## src/rtl/sound_pkg.sv

```systemverilog
// Shared types, note codes and waveform shaping for the tone generator.
// Imported by tone_generator and pwm_dac.
package sound_pkg;

  typedef enum logic [1:0] {
    IDLE,
    PLAY,
    GAP
  } state_t;

  typedef enum logic [1:0] {
    WAVE_SQUARE,
    WAVE_SAW,
    WAVE_TRI
  } wave_t;

  localparam logic [7:0] NOTE_A  = 8'd107;
  localparam logic [7:0] NOTE_DS = 8'd151;
  localparam logic [7:0] NOTE_C  = 8'd179;

  localparam int NOTE_CYCLES_DEF = 1_200_000;
  localparam int GAP_CYCLES_DEF  = 120_000;

  // Select 11 falls through to square.
  function automatic logic [7:0] wave_sample(
    input logic [1:0] sel,
    input logic [7:0] ph
  );
    logic [7:0] ramp;
    logic [7:0] s;
    ramp = {ph[6:0], 1'b0};
    unique case (1'b1)
      (sel == WAVE_SAW): s = ph;
      (sel == WAVE_TRI): s = ph[7] ? ~ramp : ramp;
      default:           s = {8{ph[7]}};
    endcase
    return s;
  endfunction

endpackage

```

## src/rtl/pwm_dac.sv

```systemverilog
// 8-bit PWM DAC: free-running counter compared against duty_i.
// Ports: clk, nRst (async low), duty_i[7:0], pwm_o (registered).
module pwm_dac (
  input  logic       clk,
  input  logic       nRst,
  input  logic [7:0] duty_i,
  output logic       pwm_o
);

  logic [7:0] pwm_cnt;
  logic       pwm_q;

  always_ff @(posedge clk or negedge nRst) begin
    if (!nRst) begin
      pwm_cnt <= '0;
      pwm_q   <= 1'b0;
    end else begin
      pwm_cnt <= pwm_cnt + 8'd1;
      pwm_q   <= pwm_cnt < duty_i;
    end
  end

  assign pwm_o = pwm_q;

endmodule

```

## src/rtl/tone_generator.sv

```systemverilog
// Note player: timed tone from a divider code, then a silent gap.
// Ports: clk, nRst, en_i, freq_i, wave_sel_i -> playing_o, sample_o, pwm_o.
module tone_generator
  import sound_pkg::*;
#(
  parameter int NOTE_CYCLES = NOTE_CYCLES_DEF,
  parameter int GAP_CYCLES  = GAP_CYCLES_DEF
) (
  input  logic       clk,
  input  logic       nRst,
  input  logic       en_i,
  input  logic [7:0] freq_i,
  input  logic [1:0] wave_sel_i,
  output logic       playing_o,
  output logic [7:0] sample_o,
  output logic       pwm_o
);

  localparam int DUR_MAX =
    (NOTE_CYCLES > GAP_CYCLES) ? NOTE_CYCLES : GAP_CYCLES;
  localparam int DW = $clog2(DUR_MAX);
  localparam logic [DW-1:0] NOTE_END = DW'(NOTE_CYCLES - 1);
  localparam logic [DW-1:0] GAP_END  = DW'(GAP_CYCLES - 1);

  state_t        state_q, state_d;
  logic [7:0]    note_q, note_d;
  logic [7:0]    div_cnt, div_d;
  logic [7:0]    phase, phase_d;
  logic [DW-1:0] dur_cnt, dur_d;
  logic [7:0]    sample_q;
  logic          playing_q;

  logic req;
  logic retrig;
  logic div_wrap;

  assign req      = freq_i != 8'd0;
  assign retrig   = req && (freq_i != note_q);
  assign div_wrap = div_cnt == (note_q - 8'd1);

  always_comb begin
    state_d = state_q;
    note_d  = note_q;
    div_d   = div_cnt;
    phase_d = phase;
    dur_d   = dur_cnt;
    if (!en_i) begin
      state_d = IDLE;
      div_d   = '0;
      phase_d = '0;
      dur_d   = '0;
    end else begin
      unique case (state_q)
        IDLE: begin
          if (req) begin
            state_d = PLAY;
            note_d  = freq_i;
            div_d   = '0;
            phase_d = '0;
            dur_d   = '0;
          end
        end
        PLAY: begin
          // A new code restarts the note before note-end is looked at.
          if (retrig) begin
            note_d  = freq_i;
            div_d   = '0;
            phase_d = '0;
            dur_d   = '0;
          end else if (dur_cnt == NOTE_END) begin
            state_d = GAP;
            dur_d   = '0;
          end else begin
            dur_d = dur_cnt + DW'(1);
            if (div_wrap) begin
              div_d   = '0;
              phase_d = phase + 8'd1;
            end else begin
              div_d = div_cnt + 8'd1;
            end
          end
        end
        GAP: begin
          if (dur_cnt == GAP_END) begin
            state_d = IDLE;
            dur_d   = '0;
          end else begin
            dur_d = dur_cnt + DW'(1);
          end
        end
        default: begin
          state_d = IDLE;
          dur_d   = '0;
        end
      endcase
    end
  end

  always_ff @(posedge clk or negedge nRst) begin
    if (!nRst) begin
      state_q <= IDLE;
      note_q  <= '0;
      div_cnt <= '0;
      phase   <= '0;
      dur_cnt <= '0;
    end else begin
      state_q <= state_d;
      note_q  <= note_d;
      div_cnt <= div_d;
      phase   <= phase_d;
      dur_cnt <= dur_d;
    end
  end

  // Outputs trail the state/phase registers by one clock.
  always_ff @(posedge clk or negedge nRst) begin
    if (!nRst) begin
      sample_q  <= '0;
      playing_q <= 1'b0;
    end else begin
      playing_q <= state_q == PLAY;
      sample_q  <= (state_q == PLAY)
                 ? wave_sample(wave_sel_i, phase)
                 : 8'h00;
    end
  end

  pwm_dac u_pwm (
    .clk    (clk),
    .nRst   (nRst),
    .duty_i (sample_q),
    .pwm_o  (pwm_o)
  );

  assign playing_o = playing_q;
  assign sample_o  = sample_q;

endmodule

```

## config.mk

```make
export PLATFORM = sky130hd
export DESIGN_NAME = tone_generator
export DESIGN_NICKNAME = d
export VERILOG_FILES = /design/src/rtl/sound_pkg.sv /design/src/rtl/pwm_dac.sv /design/src/rtl/tone_generator.sv
export SDC_FILE = /design/constraint.sdc
export NUM_CORES = 1
export LEC_CHECK = 0
export CAP_MARGIN = 30
export CORE_MARGIN = 4
export CORE_UTILIZATION = 60
export CTS_CLUSTER_SIZE = 25
export DETAILED_ROUTE_END_ITERATION = 10
export PLACE_DENSITY_LB_ADDON = 0.08
export SLEW_MARGIN = 20
export SYNTH_ARGS = -nofsm -noshare
export SYNTH_HDL_FRONTEND = slang
export SYNTH_SLANG_ARGS = --single-unit
```

## constraint.sdc

```tcl
create_clock -name clk -period 5.1 [get_ports clk]
set_input_delay 1.02 -clock clk [delete_from_list [all_inputs] [get_ports clk]]
set_output_delay 1.02 -clock clk [all_outputs]
set_load 0.02 [all_outputs]
```

# Word-level counts from Yosys, hierarchy flattened
# Cells that the tools add are included.
# word_totals
wordCells	70
out_inout_bits	10
in_bits	13
register_bits	65
# op_classes
n_bitwise	1
n_lt_le_gt_ge	1
add_sub_neg	5
n_reduce_logical	8
n_eq_ne	17
n_mux	29
# ops
cell	count
two-way mux 21 bit	5
two-way mux 8 bit	13
case mux 8 bit (2 select lines)	4
case mux 21 bit (3 select lines)	1
adder 8 x 1 -> 8 bit (second input constant)	3
adder 21 x 1 -> 21 bit (second input constant)	1
equality test 21 x 17 -> 1 bit (second input constant)	1
equality test 21 bit (second input constant)	1
inequality test 3 bit (second input constant)	4
AND reduction 4 bit	3
two-way mux 2 bit	5
equality test 8 bit	1
less-than comparator 8 bit	1
inequality test 4 bit (second input constant)	2
inequality test 8 bit	1
inverter 8 bit	1
nonzero test 8 bit	1
subtractor 8 x 1 -> 8 bit (second input constant)	1
case mux 2 bit (3 select lines)	1
equality test 2 x 1 -> 1 bit (second input constant)	2
equality test 2 bit (second input constant)	2
inequality test 2 bit (second input constant)	2
inequality test 3 x 1 -> 1 bit (second input constant)	1
AND reduction 3 bit	1
other kinds (3)	3

# Logic depth before layout (Yosys ltp)
# Gate-level depths: netlist of run 1.
# logic_depth
word_depth	7
ltp_mapped	11
depth_no_buf	9

# Modules after synthesis
# A second synthesis of run 1 with hierarchy kept.
# unflattened
cells_unflattened	442
hier_area_um2	4093.9
# modules_own_cells
module	area_per_inst_um2	cells_per_inst	instances	seq_area_each_um2
tone_generator	3574.7	390	1	1401.3
pwm_dac	519.2	52	1	225.2

# Worst setup path after synthesis of run 1
# Ideal clock, no wire load.
# synth_path
path_kind	input port to flip-flop
startpoint	input port freq_i[0]
endpoint	register dur_cnt[11]
setup_slack_ns	2.357
t_arrival_ns	2.627
path_buffers	2
stages	8
required_ns	4.984
setup_time_ns	0.116
cell_sequence	nor4_1 -> nand2_1 -> o21ai_0 -> a31oi_1 -> or2_1 -> buf_4 -> buf_6 -> o311ai_0
# synth_between
elab_chain_len	5
elab_cells_between_ends	7
classes_between	2 x eq/ne; 3 x mux; 2 x reduce/logical
# synth_lines
element	line	source
start: declaration	tone_generator.sv:12	input logic [7:0] freq_i,
inequality test 8 bit / nonzero test 8 bit (equally long branches)	tone_generator.sv:38, tone_generator.sv:37	
logical AND 1 bit	tone_generator.sv:38	assign retrig = req && (freq_i != note_q);
two-way mux 21 bit	tone_generator.sv:65	if (retrig) begin
case mux 21 bit (3 select lines)	tone_generator.sv:53	unique case (state_q)
two-way mux 21 bit	tone_generator.sv:47	if (!en_i) begin
end signal: assignment	tone_generator.sv:111	dur_cnt <= dur_d;
end: declaration	tone_generator.sv:29	logic [DW-1:0] dur_cnt, dur_d;
# Several ways; a longest one is shown, not always the timed one.
# A chain may end at the register's enable or synchronous reset.

# Worst setup path in the final report of run 1
# layout_path
startpoint	input port freq_i[0]
endpoint	register dur_cnt[4]
# The elaborated chain is that of the path after synthesis.

==> impl_metrics.py, run 1 <==
metrics = {
    "pwr": {
        "peakVddDrop_v": 0.0002414,
        "p_leak_nw": 1.877,
        "power.density_nw_per_um2": 265.4,
    },
    "timing": {
        "setup_tns_ps": 0,
        "finalMaxSlewViolations": 0,
        "maxSlewHeadroom": 0.4702,
        "fin_crit_sh": 0.6701,
        "setup_slack_ps": 1683,
        "min_period_ps": 3417,
        "rsz0062_at_grt": "no",
        "clock.fmax_mhz": 292.6,
        "setup_viol": 0,
        "fin_worst_skew_ps": 9.547,
        "worstMarginPinSlew_ps": 794.7,
        "hold_violations": 0,
    },
    "place": {
        "pre_cts_ws_ps": 1308,
        "dp_hpwl_mm": 5.911,
        "numPortBuffers": 22,
        "gp_routability_congestion": 0.8859,
    },
    "cts": {
        "clk_pin_slew_ps": 70,
        "tritoncts": "built",
        "cts_resized": 0,
        "cts_sinks": 65,
        "htreeDepth": 3,
        "clock_path_buffers": 2,
        "cts_hold_buf": 0,
        "postCtsSetupBuffers": 0,
        "numCtsBuffers": 9,
        "clockRootBuffer": "clkbuf_8",
        "insertion_delay_ps": 340,
    },
    "hold_path": {
        "hold_class": "reg -> reg",
    },
    "yosys": {
        "synth-adder-area-share": 0.05773,
        "seq_area_frac_synth": 0.4169,
        "ys_types": 53,
        "synth_area_leaders": "dfrtp_1 (42%), ha_1 (5.8%), xnor2_1 (4.9%), mux2_2 (4.0%), nor2_1 (3.3%)",
        "synth_simple_gate_area_share": 0.2264,
        "synth-seq-cells": 65,
        "synth_xor_area_frac": 0.06062,
        "muxShareOfSynthArea": 0.05067,
        "synth_ff_type": "dfrtp_1",
        "synth_top_family_by_area": "simple AND/OR/NAND/NOR gates",
        "async_flop_share": 1.000,
        "ys_warn_count": 0,
        "syn_inst": 422,
        "synth_top_area_share": 0.4169,
        "synth-compound-area-share": 0.1482,
        "syn_avg_cell_area_um2": 9.245,
        "synth_nets": 453,
        "syn_area_um2": 3901,
        "synth_edf_count": 0,
        "yosysTopAreaCell": "dfrtp_1",
    },
    "detailed_routing": {
        "drt-initial-drc-count": 180,
        "drc_errors": 0,
        "via_per_inst": 6.122,
        "wl_per_cell_um": 15.70,
        "drtAntennaViolNets": 0,
        "num_vias": 3208,
        "routed_wl_mm": 8.229,
        "first_pass_iters": 5,
    },
    "final_layout": {
        "final_nets": 473,
        "syn2layout_area_growth_pct": 11.26,
        "drive_gt1_frac": 0.08277,
        "final_cell_mix": "dfrtp_1 (65), nor2_1 (34), nand2_1 (33), nand3_1 (24), o21ai_0 (24)",
        "diodes": 0,
        "layout_commonest_cell": "dfrtp_1",
        "fill_cells": 498,
    },
    "setup_path": {
        "path_cells": "clkdlybuf4s50_1 > xnor2_1 > nand4_1 > o21ai_0 > a31oi_1 > or2_1 > or3_1 > o21ai_0",
        "cp_num_buf_inv": 1,
        "required_ps": 5350,
        "path_class": "in -> reg",
        "slowest_stage": "or2_1",
        "arrival_ps": 3670,
        "cp_top_family": "simple AND/OR/NAND/NOR gates",
        "endpoint_kind": "flip-flop",
        "crit_path_max_incr_delay_ps": 560,
        "crit_fanout": 27,
        "critPathLaunchType": "primary input",
        "cpMostUsedCell": "o21ai_0",
    },
    "flow_run": {
        "maxCapViolations": 0,
    },
    "floorplanning": {
        "dieHeight_um": 88.64,
        "fp.dieArea_um2": 7856,
        "row_count": 29,
        "num_io_pins": 23,
        "start_util": 0.6179,
        "die_w_um": 88.64,
        "core-area_um2": 6314,
    },
    "grt": {
        "gr-total-overflow": 0,
        "grt_max_degree": 66,
        "grt_pass1_vias": 3033,
        "grt_pass1_wl_mm": 14.04,
        "antenna_found_initial": 0,
        "track_usage": 0.2298,
    },
    "outcome": {
        "status": "complete, no violations",
    },
}
## report_power, final
group,switching (mW),total (mW),internal (mW)
Clock,0.195,0.420,0.225
Combinational,0.0897,0.165,0.0756
Sequential,0.0327,0.567,0.534
Total,0.318,1.15,0.834
## Yosys cell counts (all sizes together) (2+ instances only)
cell	count
a21oi	18
o21ai	31
a21o	11
nand4b	2
mux2	14
xor2	5
and3	10
a22o	4
nor2	34
a222oi	6
and2	3
a31oi	2
inv	22
buf	4
or2	6
or4	3
o211ai	2
nand3	24
dfrtp	65
ha	18
nor2b	6
nor3b	8
clkbuf	10
nor4	12
a41o	2
or3	9
nand2	33
o311ai	2
xnor2	22
nand2b	2
nor3	8
mux2i	4
nand4	5
## worst reg2reg max path: stages, from the launching register on
cell and delay [ps]:
dfrtp_1 450, or4b_1 520, or3_4 360, or4_1 520, a31oi_1 260, or2_1 670
o21ai_0 240, a21o_1 220
## worst paths after layout
check | from | endpoint | slack (ps) | cells past startpoint
worst max-delay path | freq_i[0] | dur_cnt[4] | 1680 | 8
max in group asynchronous | nRst | state_q[0] | 3730 | 2
worst min register to register | u_pwm.pwm_cnt[0] | u_pwm.pwm_cnt[0] | 500 | 1
worst max register to register | dur_cnt[13] | dur_cnt[5] | 1770 | 7
worst min-delay path | u_pwm.pwm_cnt[0] | u_pwm.pwm_cnt[0] | 500 | 1
min in group asynchronous | nRst | u_pwm.pwm_o | 850 | 2
## registers in the layout (all words and copies together), names as in the netlist
| name | cells |
|---|---|
| u_pwm.pwm_cnt | 8 |
| note_q | 8 |
| div_cnt | 8 |
| phase | 8 |
| sample_o | 8 |
| u_pwm.pwm_o | 1 |
| playing_o | 1 |
| state_q | 2 |
| dur_cnt | 21 |
## metrics by stage
step / hold WS [ps] / cells / area, µm² / utilization / power, mW
after floorplan: 446.5 / 422 / 3901 / - / 0.6852
after global placement: 471.3 / 508 / 4153 / 0.6577 / 0.7336
after detailed placement: 492.9 / 508 / 4153 / 0.6577 / 0.7398
after CTS: 503.3 / 524 / 4340 / 0.6875 / 1.163
after global routing: 529.8 / 524 / 4340 / 0.6875 / 1.212
final: 498.3 / 524 / 4340 / 0.6875 / 1.152
## logic make-up (layout without fill, tap and decap cells)
group | Yosys count | after routing
simple gates | 169 | 169
flops | 65 | 65
buf+inv | 37 | 62
fa+ha+maj | 18 | 18
compound gates | 88 | 88
mux | 18 | 18
xor+xnor | 27 | 27
## routing by layer
| metal | global-route usage | vias to the layer above | routed length, µm |
|---|---|---|---|
| met5 | 0 | - | 0 |
| met1 | 0.3150 | 1547 | 3847 |
| met2 | 0.3570 | 86 | 3830 |
| met4 | 0.07692 | 0 | 70 |
| met3 | 0.05866 | 8 | 481 |
| li1 | - | 1567 | - |
## final cells by class
cell class | count | area, µm² | area share
clock buffers | 11 | 131.4 | 0.03027
clock inverters | 5 | 56.30 | 0.01297
inverters | 23 | 86.33 | 0.01989
multi-input cells | 320 | 2121 | 0.4886
flip-flops and latches | 65 | 1627 | 0.3747
well taps | 77 | 96.34 | 0.02220
repair buffers | 23 | 222.7 | 0.05131
Power figures use the tool's default switching activity.
==> inputs of run 2 (changes only) <==
==> constraint.sdc (replaced) <==
create_clock -name clk -period 3.5 [get_ports clk]
set_input_delay 0.7 -clock clk [delete_from_list [all_inputs] [get_ports clk]]
set_output_delay 0.7 -clock clk [all_outputs]
set_load 0.02 [all_outputs]
==> impl_metrics.py, run 2 (synthesized netlist as in run 1, its figures left out) <==
metrics = {
    "setup_path": {
        "path_cells": "or4b_1 > or3_4 > or4_1 > a31oi_1 > or2_1 > o21ai_0 > a21o_1",
        "endpoint_kind": "flip-flop",
        "slowest_stage": "or2_1",
        "arrival_ps": 3510,
        "cp_num_buf_inv": 0,
        "critPathLaunchType": "flip-flop",
        "crit_path_max_incr_delay_ps": 670,
        "cp_top_family": "simple AND/OR/NAND/NOR gates",
        "crit_fanout": 26,
        "required_ps": 3730,
        "path_class": "reg -> reg",
    },
    "final_layout": {
        "top_register": "dur_cnt",
        "largest_reg_flops": 21,
        "syn2layout_area_growth_pct": 12.80,
        "layout_commonest_cell": "dfrtp_1",
        "diodes": 0,
        "drive_gt1_frac": 0.09534,
        "final_nets": 477,
        "fill_cells": 507,
        "final_cell_mix": "dfrtp_1 (65), nor2_1 (34), nand2_1 (33), nand3_1 (24), o21ai_0 (24)",
    },
    "timing": {
        "min_period_ps": 3282,
        "fin_crit_sh": 0.9378,
        "setup_viol": 0,
        "setup_slack_ps": 217.8,
        "worstMarginPinSlew_ps": 789.6,
        "fin_worst_skew_ps": 6.697,
        "hold_violations": 0,
        "rsz0062_at_grt": "no",
        "finalMaxSlewViolations": 0,
        "maxSlewHeadroom": 0.4713,
        "clock.fmax_mhz": 304.7,
        "setup_tns_ps": 0,
    },
    "cts": {
        "insertion_delay_ps": 340,
        "clk_pin_slew_ps": 80,
        "tritoncts": "built",
        "clockRootBuffer": "clkbuf_8",
        "htreeDepth": 3,
        "numCtsBuffers": 9,
        "clock_path_buffers": 2,
        "cts_hold_buf": 0,
        "cts_resized": 0,
        "postCtsSetupBuffers": 0,
        "cts_sinks": 65,
    },
    "grt": {
        "busiest_layer": "met2",
        "gr-total-overflow": 0,
        "use_met3": 0.05028,
        "grtUsageMet2": 0.3556,
        "grt_pass1_vias": 3031,
        "grt_max_degree": 35,
        "track_usage": 0.2292,
        "grt_pass1_wl_mm": 14.23,
        "antenna_found_initial": 0,
        "grtUsageMet1": 0.3238,
    },
    "floorplanning": {
        "dieHeight_um": 88.64,
        "fp.dieArea_um2": 7856,
        "row_count": 29,
        "num_io_pins": 23,
        "core-area_um2": 6314,
        "start_util": 0.6179,
        "die_w_um": 88.64,
    },
    "place": {
        "pre_cts_ws_ps": 252.1,
        "numPortBuffers": 22,
        "dp_hpwl_mm": 5.899,
        "gp_routability_congestion": 0.8854,
    },
    "flow_run": {
        "maxCapViolations": 0,
    },
    "pwr": {
        "peakVddDrop_v": 0.0003569,
        "p_leak_nw": 1.895,
        "power.density_nw_per_um2": 390.1,
    },
    "hold_path": {
        "hold_class": "in -> async",
    },
    "detailed_routing": {
        "drt-initial-drc-count": 160,
        "via_per_inst": 6.030,
        "drc_errors": 0,
        "first_pass_iters": 5,
        "wl_per_cell_um": 15.33,
        "drtAntennaViolNets": 0,
        "routed_wl_mm": 8.096,
        "num_vias": 3184,
    },
    "outcome": {
        "status": "complete, no violations",
    },
}
run 2: cell types whose count changed in the layout (fill, tap and decap cells not counted), sizes merged:
cell	change
clkinvlp	+4
clkinv	-3
clkbuf	-1
buf	+4
run 2: area by class of cell:
class / instances / area (µm²) / share of cell area
Multi-Input combinational cell: 320 / 2121 / 0.4819
Clock inverter: 6 / 67.56 / 0.01535
Timing Repair Buffer: 27 / 265.3 / 0.06028
Clock buffer: 10 / 137.6 / 0.03128
Inverter: 23 / 86.33 / 0.01962
Tap cell: 77 / 96.34 / 0.02189
Sequential cell: 65 / 1627 / 0.3696
run 2: worst paths after layout:
kind / start / to / slack [ps] / cells after the start
max in group asynchronous: nRst / note_q[0] / 2420 / 2
max reg2reg: dur_cnt[13] / dur_cnt[7] / 220 / 7
min in group clk: u_pwm.pwm_cnt[7] / u_pwm.pwm_cnt[7] / 490 / 1
min reg2reg: u_pwm.pwm_cnt[7] / u_pwm.pwm_cnt[7] / 490 / 1
min: nRst / u_pwm.pwm_cnt[7] / 440 / 1
max: dur_cnt[13] / dur_cnt[7] / 220 / 7
run 2: per-layer routing:
| layer | routed length, µm | up-vias |
|---|---|---|
| met5 | 0 | - |
| met4 | 82 | 0 |
| met3 | 326 | 7 |
| met2 | 3706 | 58 |
| met1 | 3980 | 1545 |
| li1 | - | 1574 |
run 2: power by group:
group	total [mW]	internal [mW]	leakage (nW)	switching [mW]
logic	0.240	0.112	0.934	0.128
registers	0.823	0.777	0.874	0.0458
clock network	0.654	0.348	0.0868	0.306
run 2: through the flow:
step	hold WS [ps]	cells	area, µm²	total power, mW	utilization
4_1_cts	450.8	528	4400	1.732	0.6970
6_report	435.5	528	4400	1.716	0.6970
3_5_place_dp	483.9	512	4195	1.078	0.6645
5_1_grt	483.2	528	4400	1.807	0.6970
3_3_place_gp	477.0	512	4195	1.069	0.6645
2_1_floorplan	404.4	422	3901	0.9984	-
